==> src/rtl/sipo_frame_ctrl_if.sv <==
// Word-side bus of the SIPO frame controller: shift-register control/data and the
// one-entry output buffer handshake.
interface sipo_frame_ctrl_if #(
  parameter int unsigned OUTPUT_WIDTH = 8
) ();

  logic                    sr_shift;
  logic                    sr_clear;
  logic                    sr_latch;
  logic [OUTPUT_WIDTH-1:0] sr_data;
  logic [OUTPUT_WIDTH-1:0] out_data;
  logic                    out_valid;
  logic                    out_ready;

  modport master (
    output sr_shift,
    output sr_clear,
    output sr_latch,
    output out_data,
    output out_valid,
    input  sr_data,
    input  out_ready
  );

  modport slave (
    input  sr_shift,
    input  sr_clear,
    input  sr_latch,
    input  out_data,
    input  out_valid,
    output sr_data,
    output out_ready
  );

endinterface

==> src/rtl/sipo_frame_ctrl.sv <==
// Frame sequencer for an external serial-in parallel-out shift register: counts bit
// strobes, pulses clear/latch, and captures the latched word into a valid/ready buffer.
module sipo_frame_ctrl #(
  parameter int unsigned OUTPUT_WIDTH   = 8,
  parameter int unsigned TIMEOUT_CYCLES = 0,
  parameter int unsigned CONTINUOUS     = 0
) (
  input  logic                               clk_i,
  input  logic                               reset_i,
  input  logic                               enable_i,
  input  logic                               frame_start_i,
  input  logic                               bit_strobe_i,
  input  logic                               overrun_clr_i,
  sipo_frame_ctrl_if.master                  bus_io,
  output logic                               busy_o,
  output logic [$clog2(OUTPUT_WIDTH+1)-1:0]  bit_count_o,
  output logic                               timeout_err_o,
  output logic                               overrun_o
);

  localparam int unsigned CntW = $clog2(OUTPUT_WIDTH + 1);
  localparam int unsigned GapW = (TIMEOUT_CYCLES > 0) ? $clog2(TIMEOUT_CYCLES + 1) : 1;
  localparam logic [CntW-1:0] LastBit  = CntW'(OUTPUT_WIDTH - 1);
  localparam logic [CntW-1:0] FullCnt  = CntW'(OUTPUT_WIDTH);
  localparam logic [GapW-1:0] GapLimit = GapW'(TIMEOUT_CYCLES);

  typedef enum logic [1:0] {StIdle, StShift, StLatch, StCapture} state_e;

  state_e                  state_q, state_d;
  logic [CntW-1:0]         cnt_q, cnt_d;
  logic [GapW-1:0]         gap_q, gap_d;
  logic                    clear_q, clear_d;
  logic                    latch_q, latch_d;
  logic                    terr_q, terr_d;
  logic                    overrun_q, overrun_d;
  logic                    out_valid_q, out_valid_d;
  logic [OUTPUT_WIDTH-1:0] out_data_q, out_data_d;
  logic                    shift;
  logic                    capture_ok;
  logic                    capture_drop;

  always_comb begin
    state_d      = state_q;
    cnt_d        = cnt_q;
    gap_d        = gap_q;
    clear_d      = 1'b0;
    terr_d       = 1'b0;
    shift        = 1'b0;
    capture_ok   = 1'b0;
    capture_drop = 1'b0;

    unique case (state_q)
      StIdle: begin
        if (enable_i && frame_start_i) begin
          state_d = StShift;
          clear_d = 1'b1;
          cnt_d   = '0;
          gap_d   = '0;
        end
      end
      StShift: begin
        if (!enable_i) begin
          state_d = StIdle;
          cnt_d   = '0;
          gap_d   = '0;
        end else if (frame_start_i) begin
          // Restart takes precedence over a coincident strobe.
          clear_d = 1'b1;
          cnt_d   = '0;
          gap_d   = '0;
        end else if (bit_strobe_i) begin
          shift = 1'b1;
          gap_d = '0;
          if (cnt_q == LastBit) begin
            cnt_d   = FullCnt;
            state_d = StLatch;
          end else begin
            cnt_d = cnt_q + 1'b1;
          end
        end else if (TIMEOUT_CYCLES > 0) begin
          if (gap_q >= GapLimit - 1'b1) begin
            state_d = StIdle;
            terr_d  = 1'b1;
            cnt_d   = '0;
            gap_d   = '0;
          end else begin
            gap_d = gap_q + 1'b1;
          end
        end
      end
      StLatch: begin
        if (!enable_i) begin
          state_d = StIdle;
          cnt_d   = '0;
        end else begin
          state_d = StCapture;
        end
      end
      StCapture: begin
        if (!enable_i) begin
          state_d = StIdle;
          cnt_d   = '0;
        end else begin
          if (!out_valid_q || bus_io.out_ready) begin
            capture_ok = 1'b1;
          end else begin
            capture_drop = 1'b1;
          end
          cnt_d = '0;
          gap_d = '0;
          if (CONTINUOUS != 0) begin
            state_d = StShift;
            clear_d = 1'b1;
          end else begin
            state_d = StIdle;
          end
        end
      end
      default: state_d = StIdle;
    endcase

    latch_d = (state_d == StLatch);

    out_valid_d = out_valid_q;
    out_data_d  = out_data_q;
    if (out_valid_q && bus_io.out_ready) begin
      out_valid_d = 1'b0;
    end
    if (capture_ok) begin
      out_valid_d = 1'b1;
      out_data_d  = bus_io.sr_data;
    end

    overrun_d = overrun_q;
    if (overrun_clr_i) begin
      overrun_d = 1'b0;
    end
    if (capture_drop) begin
      overrun_d = 1'b1;
    end
  end

  always_ff @(posedge clk_i) begin
    if (reset_i) begin
      state_q     <= StIdle;
      cnt_q       <= '0;
      gap_q       <= '0;
      clear_q     <= 1'b0;
      latch_q     <= 1'b0;
      terr_q      <= 1'b0;
      overrun_q   <= 1'b0;
      out_valid_q <= 1'b0;
      out_data_q  <= '0;
    end else begin
      state_q     <= state_d;
      cnt_q       <= cnt_d;
      gap_q       <= gap_d;
      clear_q     <= clear_d;
      latch_q     <= latch_d;
      terr_q      <= terr_d;
      overrun_q   <= overrun_d;
      out_valid_q <= out_valid_d;
      out_data_q  <= out_data_d;
    end
  end

  assign bus_io.sr_shift  = shift;
  assign bus_io.sr_clear  = clear_q;
  assign bus_io.sr_latch  = latch_q;
  assign bus_io.out_data  = out_data_q;
  assign bus_io.out_valid = out_valid_q;
  assign busy_o           = (state_q != StIdle);
  assign bit_count_o      = cnt_q;
  assign timeout_err_o    = terr_q;
  assign overrun_o        = overrun_q;

endmodule

==> src/flat_wrapper.sv <==
// flat-port wrapper written by rule: the top's interface ports become plain ports
module sipo_frame_ctrl_flat 
#(
  parameter int unsigned OUTPUT_WIDTH   = 8,
  parameter int unsigned TIMEOUT_CYCLES = 0,
  parameter int unsigned CONTINUOUS     = 0
)
  (clk_i, reset_i, enable_i, frame_start_i, bit_strobe_i, overrun_clr_i, busy_o, bit_count_o, timeout_err_o, overrun_o, bus_io_sr_shift, bus_io_sr_clear, bus_io_sr_latch, bus_io_out_data, bus_io_out_valid, bus_io_sr_data, bus_io_out_ready);
  sipo_frame_ctrl_if #(.OUTPUT_WIDTH(OUTPUT_WIDTH)) bus_io_i ();
  input  logic clk_i;
  input  logic reset_i;
  input  logic enable_i;
  input  logic frame_start_i;
  input  logic bit_strobe_i;
  input  logic overrun_clr_i;
  output logic busy_o;
  output logic [$clog2(OUTPUT_WIDTH+1)-1:0] bit_count_o;
  output logic timeout_err_o;
  output logic overrun_o;
  output wire logic [$bits(bus_io_i.sr_shift)-1:0] bus_io_sr_shift;
  output wire logic [$bits(bus_io_i.sr_clear)-1:0] bus_io_sr_clear;
  output wire logic [$bits(bus_io_i.sr_latch)-1:0] bus_io_sr_latch;
  output wire logic [$bits(bus_io_i.out_data)-1:0] bus_io_out_data;
  output wire logic [$bits(bus_io_i.out_valid)-1:0] bus_io_out_valid;
  input wire logic [$bits(bus_io_i.sr_data)-1:0] bus_io_sr_data;
  input wire logic [$bits(bus_io_i.out_ready)-1:0] bus_io_out_ready;
  assign bus_io_sr_shift = bus_io_i.sr_shift;
  assign bus_io_sr_clear = bus_io_i.sr_clear;
  assign bus_io_sr_latch = bus_io_i.sr_latch;
  assign bus_io_out_data = bus_io_i.out_data;
  assign bus_io_out_valid = bus_io_i.out_valid;
  assign bus_io_i.sr_data = bus_io_sr_data;
  assign bus_io_i.out_ready = bus_io_out_ready;
  sipo_frame_ctrl #(.OUTPUT_WIDTH(OUTPUT_WIDTH), .TIMEOUT_CYCLES(TIMEOUT_CYCLES), .CONTINUOUS(CONTINUOUS)) u_core (.clk_i(clk_i), .reset_i(reset_i), .enable_i(enable_i), .frame_start_i(frame_start_i), .bit_strobe_i(bit_strobe_i), .overrun_clr_i(overrun_clr_i), .bus_io(bus_io_i), .busy_o(busy_o), .bit_count_o(bit_count_o), .timeout_err_o(timeout_err_o), .overrun_o(overrun_o));
endmodule
==> config.mk <==
export PLATFORM = sky130hd
export DESIGN_NAME = sipo_frame_ctrl_flat
export DESIGN_NICKNAME = d
export VERILOG_FILES = /design/src/rtl/sipo_frame_ctrl_if.sv /design/src/rtl/sipo_frame_ctrl.sv /design/src/flat_wrapper.sv
export SDC_FILE = /design/constraint.sdc
export NUM_CORES = 1
export LEC_CHECK = 0
export CORE_ASPECT_RATIO = 0.7
export CORE_MARGIN = 1.5
export CORE_UTILIZATION = 35
export DETAILED_ROUTE_END_ITERATION = 8
export GPL_ROUTABILITY_DRIVEN = 0
export MAX_ROUTING_LAYER = met4
export PLACE_DENSITY = 0.71
export SLEW_MARGIN = 20
export SYNTH_ARGS = -nofsm -noshare
export SYNTH_HDL_FRONTEND = slang
export SYNTH_SLANG_ARGS = --single-unit
==> constraint.sdc <==
create_clock -name clk_i -period 1.29 [get_ports clk_i]
set_input_delay 0.1935 -clock clk_i [delete_from_list [all_inputs] [get_ports clk_i]]
set_output_delay 0.1935 -clock clk_i [all_outputs]
set_load 0.005 [all_outputs]
==> key figures, run 1 <==
STA
  – Max-slew violation count: 0
  – RSZ-0062 raised after global routing: yes
  – Period utilization: 1.01
  – Fin crit period: approximately 1.3 ns
  – Final Skew: 0.00268 ns
  – Achievable frequency: 770 MHz
  – Final hold violations: 0
  – Hold_ws: roughly 0.45 ns
  – Final setup viols: 1
  – Post-route setup slack: -0.00885 ns

Global route
  – First-pass GRT wire length: about 3700 um
  – Total GRT Usage: 0.193
  – Pin count of the biggest net entering global routing: 12
  – Vias in the first global route: 796
  – Initial antenna violation count: 0
  – Total congestion overflow: 0

Worst setup path
  – Critical path startpoint category: primary input
  – CP max FO: 2
  – Worst reg2reg setup slack: 0.01 ns
  – Worst endpoint required time: between 1 and 1.5 ns
  – WP data arrival: about 1.1 ns
  – Crit Path Class: in -> out
  – Critical path capture point type: output pin

Synthesis
  – Post-synthesis sequential area ratio: 0.427
  – Unique cell type count in the Yosys netlist: 35
  – Syn avg cell area: 8.61 um^2
  – Syn nets: roughly 110
  – Total number of yosys warnings: 0
  – Post-synthesis instance area: about 840 um^2
  – Yosys reg bits: 18
  – Async SR Flop Fraction: 0
  – Post-synth EDFFs: 0
  – Top_reg_cell synth: dfxtp_1
  – Mapped Cells: a little under 100

Status
  – Failing checks: setup timing
  – Status: finished, violations left

Drt
  – Top Layer Used: met4
  – Detailed Route WL: 2520 um
  – M1 WL: 1180 um
  – DRT antenna net count: 0
  – Vias per inst: 5.01
  – Initial DRC Count: 33
  – Metal2 WL: about 1200 um
  – Routed wire per std cell: between 10 and 15 um
  – DR pass1 iterations: 4
  – Routed length on met3: about 120 um
  – Via count: around 920
  – # DRC: 0

Final layout
  – Fillcell total: 203
  – End-of-flow core utilization: 0.650
  – Final net count: between 150 and 200
  – Highest-count cells in the layout ignoring fill and taps: buf_4, dlygate4sd2_1, clkdlybuf4s50_1, dfxtp_2
  – Finished Cell Area: 0.00143 mm^2
  – Leading cell type in the layout, fill and taps excluded: buf_4
  – Diode count: 0
  – Area Growth Syn to Fin: 70.0%
  – Flip-flop and latch area: roughly 380 um^2
  – Multi-input gate area: 484 um^2
  – Share of layout cells above drive strength 1: 0.362
  – Fin cells: between 150 and 200

Clocking
  – Reg clk slew, reported paths: approximately 0.10 ns
  – Clock sink count: 18
  – Worst skew pair latency: a little under 0.3 ns
  – H-tree levels: 1
  – Hold Buf Count CTS: 0
  – CTS tree: built
  – Clk buf depth: 2
  – Root Driver: clkbuf_4
  – Cts bufs inserted: 3

Placed design
  – Placed cell count: 170
  – Detailed Place HPWL: roughly 1700 um
  – Area post-placement: roughly 0.0013 mm^2
  – Place WS: -0.414 ns
  – Buffers added on ports: 32

Floorplanning
  – Die H: about 44 um
  – Site row count: 14
  – Initial Util: 0.382
  – I/O pin cnt: 34
  – Core area: 0.00221 mm^2
  – Die area: between 0.002 and 0.003 mm^2
  – DIE WIDTH: 61.7 um

Pwr
  – Power per cell area: between 700 and 800 mW/mm^2
  – VDD IR max: 0.000552 V
  – Leakage dissipation: roughly 0.66 nW

Run
  – Maximum Capacitance Violations: 0

Min path
  – Worst Hold Class: in -> reg
## power breakdown
| part | internal [mW] | switching (mW) | leakage (nW) |
|---|---|---|---|
| Clock | 0.172 | 0.179 | 0.0210 |
| Sequential | 0.554 | 0.00167 | 0.153 |
| Combinational | 0.0792 | 0.0506 | 0.488 |
## critical path, stage by stage
cell and delay (ns):
clkdlybuf4s50_1 0.49, and4bb_1 0.20, and2_1 0.12, buf_2 0.10
## cells by family after synthesis
| group | after synthesis | share of synthesized area |
|---|---|---|
| adders and majority gates | 1 | 0.0148 |
| AOI/OAI and AO/OA | 30 | 0.215 |
| buffers and inverters | 9 | 0.0519 |
| DFF | 18 | 0.427 |
| and+or+nand+nor | 39 | 0.286 |
| other | 1 | 0.00445 |
## cell type report
type	count	area share
Clock buffer	4	0.0253
Inverter	3	0.00785
Multi-Input combinational cell	71	0.338
Sequential cell	18	0.267
Tap cell	32	0.0279
Timing Repair Buffer	56	0.334
## registers in the layout, indices dropped and copies added, names as in the netlist
| name | flops |
|---|---|
| u_core.bit_count_o | 4 |
| u_core.bus_io.out_data | 8 |
| u_core.bus_io.out_valid | 1 |
| u_core.bus_io.sr_clear | 1 |
| u_core.bus_io.sr_latch | 1 |
| u_core.overrun_o | 1 |
| u_core.state_q | 2 |
## stage by stage
| step | setup TNS (ns) | power, mW |
|---|---|---|
| 6_report | -0.00885 | 1.04 |
| 5_1_grt | -0.116 | 1.08 |
| 4_1_cts | -0.0358 | 1.04 |
| 3_5_place_dp | -5.57 | 0.693 |
| 3_3_place_gp | -4.87 | 0.691 |
| 2_1_floorplan | 0 | 0.612 |
## worst paths after layout
kind,to,start,cells after the start
worst max register to register,u_core.bit_count_o[0],u_core.state_q[1],4
worst max-delay path,bus_io_sr_shift,bit_strobe_i,4
worst min register to register,u_core.bus_io.out_data[4],u_core.bus_io.out_data[4],2
worst min-delay path,u_core.bus_io.out_data[2],bus_io_sr_data[2],3
## synthesized netlist by cell type, types with 2 or more instances
library cell  count  area [um^2]
a21boi_0          2         15.0
a21oi_1          11         55.1
a22o_1            2         17.5
and2_1            2         12.5
and3_1            2         12.5
and3b_1           2         17.5
buf_2             2         10.0
buf_4             2         15.0
clkbuf_1          2         7.51
dfxtp_1          18          360
inv_1             3         11.3
nand2_1           3         11.3
nand3_1          11         55.1
nor2_1            5         18.8
nor2b_1           4         25.0
o21ai_0           8         40.0
## what timing repair did
| action | in CTS | in global routing |
|---|---|---|
| pin swaps | 3 | 5 |
| setup buffers | 6 | 4 |
| endpoints found under the setup margin | 30 | 14 |
| gates resized for setup | 48 | 9 |
## per-layer routing
metal	GRT usage	up-vias
met3	0.0614	2
met1	0.267	426
met2	0.284	28
met5	-	-
met4	0.0255	0
li1	-	465
(Power assumes the default switching activity.)
==> inputs of run 2 (changes only) <==
--- a/config.mk
+++ b/config.mk
@@ -7,11 +7,12 @@
 export LEC_CHECK = 0
 export CORE_ASPECT_RATIO = 0.7
 export CORE_MARGIN = 1.5
-export CORE_UTILIZATION = 35
+export CORE_UTILIZATION = 37
 export DETAILED_ROUTE_END_ITERATION = 8
 export GPL_ROUTABILITY_DRIVEN = 0
 export MAX_ROUTING_LAYER = met4
-export PLACE_DENSITY = 0.71
+export PLACE_DENSITY = 0.77
+export RECOVER_POWER = 100
 export SLEW_MARGIN = 20
 export SYNTH_ARGS = -nofsm -noshare
 export SYNTH_HDL_FRONTEND = slang
==> key figures, run 2 (synthesized netlist as in run 1, its figures left out) <==
Status
  – Status: finished, violations left
  – Failing checks: setup timing

Final layout
  – Fillcell total: 190 (-6.4%)
  – End-of-flow core utilization: 0.637 (-0.0126)
  – Area Growth Syn to Fin: 62.8%
  – Final net count: 167 (-1.2%)
  – Max FFs per register: 8 (unchanged)
  – Highest-count cells in the layout ignoring fill and taps: buf_4, dlygate4sd2_1, dfxtp_1
  – Leading cell type in the layout, fill and taps excluded: buf_4
  – Share of layout cells above drive strength 1: 0.247 (-0.115)
  – Diode count: 0 (unchanged)

Drt
  – Metal2 WL: 1160 um (-3.2%)
  – Routed wire per std cell: 13.0 um (-4.8%)
  – M1 WL: 1060 um (-9.8%)
  – Vias per inst: 5.08 (+1.4%)
  – Via count: 924 (+0.33%)
  – Initial DRC Count: 25 (-24%)
  – DR pass1 iterations: 4 (unchanged)
  – Detailed Route WL: 2370 um (-5.8%)
  – DRT antenna net count: 0 (unchanged)
  – Routed length on met3: 114 um (-3.4%)
  – # DRC: 0 (unchanged)
  – Top Layer Used: met4

STA
  – Achievable frequency: 770 MHz (about the same)
  – Period utilization: 1.01 (about the same)
  – Setup TNS: -0.00926 ns (-0.000408 ns)
  – Fin crit period: 1.30 ns (+0.000408 ns)
  – Final Skew: 0.00483 ns (+0.00215 ns)
  – Final hold violations: 0 (unchanged)
  – RSZ-0062 raised after global routing: yes
  – Final setup viols: 1 (unchanged)
  – Max-slew violation count: 0 (unchanged)
  – Post-route setup slack: -0.00926 ns (-0.000408 ns)

Worst setup path
  – R2R Path Start: u_core.state_q[0]
  – CP max FO: 2 (unchanged)
  – Crit Path Class: reg -> out
  – Worst Reg2Reg Path Length in Cells: 5 (+1)
  – Worst reg2reg setup slack: 0.01 ns (about the same)
  – WP data arrival: 1.11 ns (about the same)
  – Critical path capture point type: output pin
  – RR Endpoint: u_core.bus_io.out_data[6]
  – Worst endpoint required time: 1.10 ns (about the same)
  – Critical path startpoint category: flop

Floorplanning
  – Die area: 0.00258 mm^2 (-5.1%)
  – DIE WIDTH: 60.1 um (-2.6%)
  – Die H: 42.9 um (-2.6%)
  – Initial Util: 0.391 (+0.00932)
  – Site row count: 14 (unchanged)
  – Core area: 0.00215 mm^2 (-2.4%)
  – I/O pin cnt: 34 (unchanged)

Pwr
  – Clock power frac: 0.332 (-0.006)
  – Pint: 0.809 mW (+0.42%)
  – Logic pwr share: 0.123 (-0.002)
  – Power per cell area: 749 mW/mm^2 (+3.6%)
  – Switching share of power: 0.213 (-0.00950)
  – VDD IR max: 0.000431 V (-22%)
  – Sw power: 0.219 mW (-5.0%)
  – Sequential Power Share: 0.545 (+0.009)
  – Leakage dissipation: 0.644 nW (-2.8%)

Clocking
  – CTS tree: built
  – Cts bufs inserted: 3 (unchanged)
  – Hold Buf Count CTS: 0 (unchanged)
  – Worst skew pair latency: 0.29 ns (about the same)
  – Reg clk slew, reported paths: 0.10 ns (about the same)
  – Root Driver: clkbuf_4
  – Clk buf depth: 2 (unchanged)
  – H-tree levels: 1 (unchanged)
  – Clock sink count: 18 (unchanged)

Min path
  – Worst Hold Class: in -> reg
  – Worst Hold Depth: 5 (+2)
  – Hold_sp: frame_start_i
  – Hold path endpoint: u_core.state_q[1]

Global route
  – Initial antenna violation count: 0 (unchanged)
  – Vias in the first global route: 819 (+2.9%)
  – First-pass GRT wire length: 3680 um (-0.57%)
  – Pin count of the biggest net entering global routing: 11 (-1)
  – Total congestion overflow: 0 (unchanged)
  – Total GRT Usage: 0.195 (+0.00258)

Placed design
  – Buffers added on ports: 32 (unchanged)
  – Detailed Place HPWL: 1730 um (+2.8%)

Run
  – Maximum Capacitance Violations: 0 (unchanged)
run 2: routing by layer:
metal  track usage  up-vias
met3        0.0457        4
met1         0.263      430
met4        0.0533        0
li1              -      461
met2         0.293       29
met5             -        -
run 2: how the worst max path moves through the flow:
stage,from,end,slack (ns)
floorplan,u_core.state_q[1],u_core.bit_count_o[0],0.06
global placement,frame_start_i,bus_io_sr_shift,-0.39
global route,u_core.bit_count_o[1],u_core.bit_count_o[2],-0.06
detailed placement,frame_start_i,bus_io_sr_shift,-0.41
CTS,u_core.state_q[1],bus_io_sr_shift,-0.03
finish,u_core.state_q[1],bus_io_sr_shift,-0.009
run 2: cell type report:
class,instances,area (um^2),area share
flip-flops and latches,18,363,0.264
clock buffers,4,36.3,0.0264
repair buffers,54,464,0.338
well taps,32,40.0,0.0292
inverters,3,11.3,0.00820
multi-input cells,71,458,0.334
run 2: worst max-delay path, stage by stage, from the launching register on:
cell and delay (ns):
dfxtp_2 0.34, and4bb_1 0.26, and2_1 0.12, buf_2 0.10
run 2: timing repair:
action	CTS	global route
endpoints found under the setup margin	28	9
pin swaps	2	5
resized for setup	43	7
buffers inserted	5	1
run 2: metrics by stage:
stage / total power, mW / hold WS (ns) / cells / setup WS [ns] / instance area (um^2)
6_report: 1.03 / 0.381 / 182 / -0.00926 / 1370
5_1_grt: 1.06 / 0.439 / 182 / -0.0627 / 1370
4_1_cts: 1.03 / 0.451 / 181 / -0.0259 / 1370
3_5_place_dp: 0.695 / 0.470 / 172 / -0.413 / 1290
3_3_place_gp: 0.693 / 0.462 / 172 / -0.393 / 1290
2_1_floorplan: 0.612 / 0.263 / 98 / 0.0640 / 843
run 2: power by group through the flow:
stage	Sequential (mW)	Combinational, mW	Clock (mW)
2_1_floorplan	0.574	0.0378	0
6_report	0.560	0.126	0.342
5_1_grt	0.561	0.135	0.368
3_5_place_dp	0.573	0.122	0
3_3_place_gp	0.573	0.120	0
4_1_cts	0.558	0.122	0.352
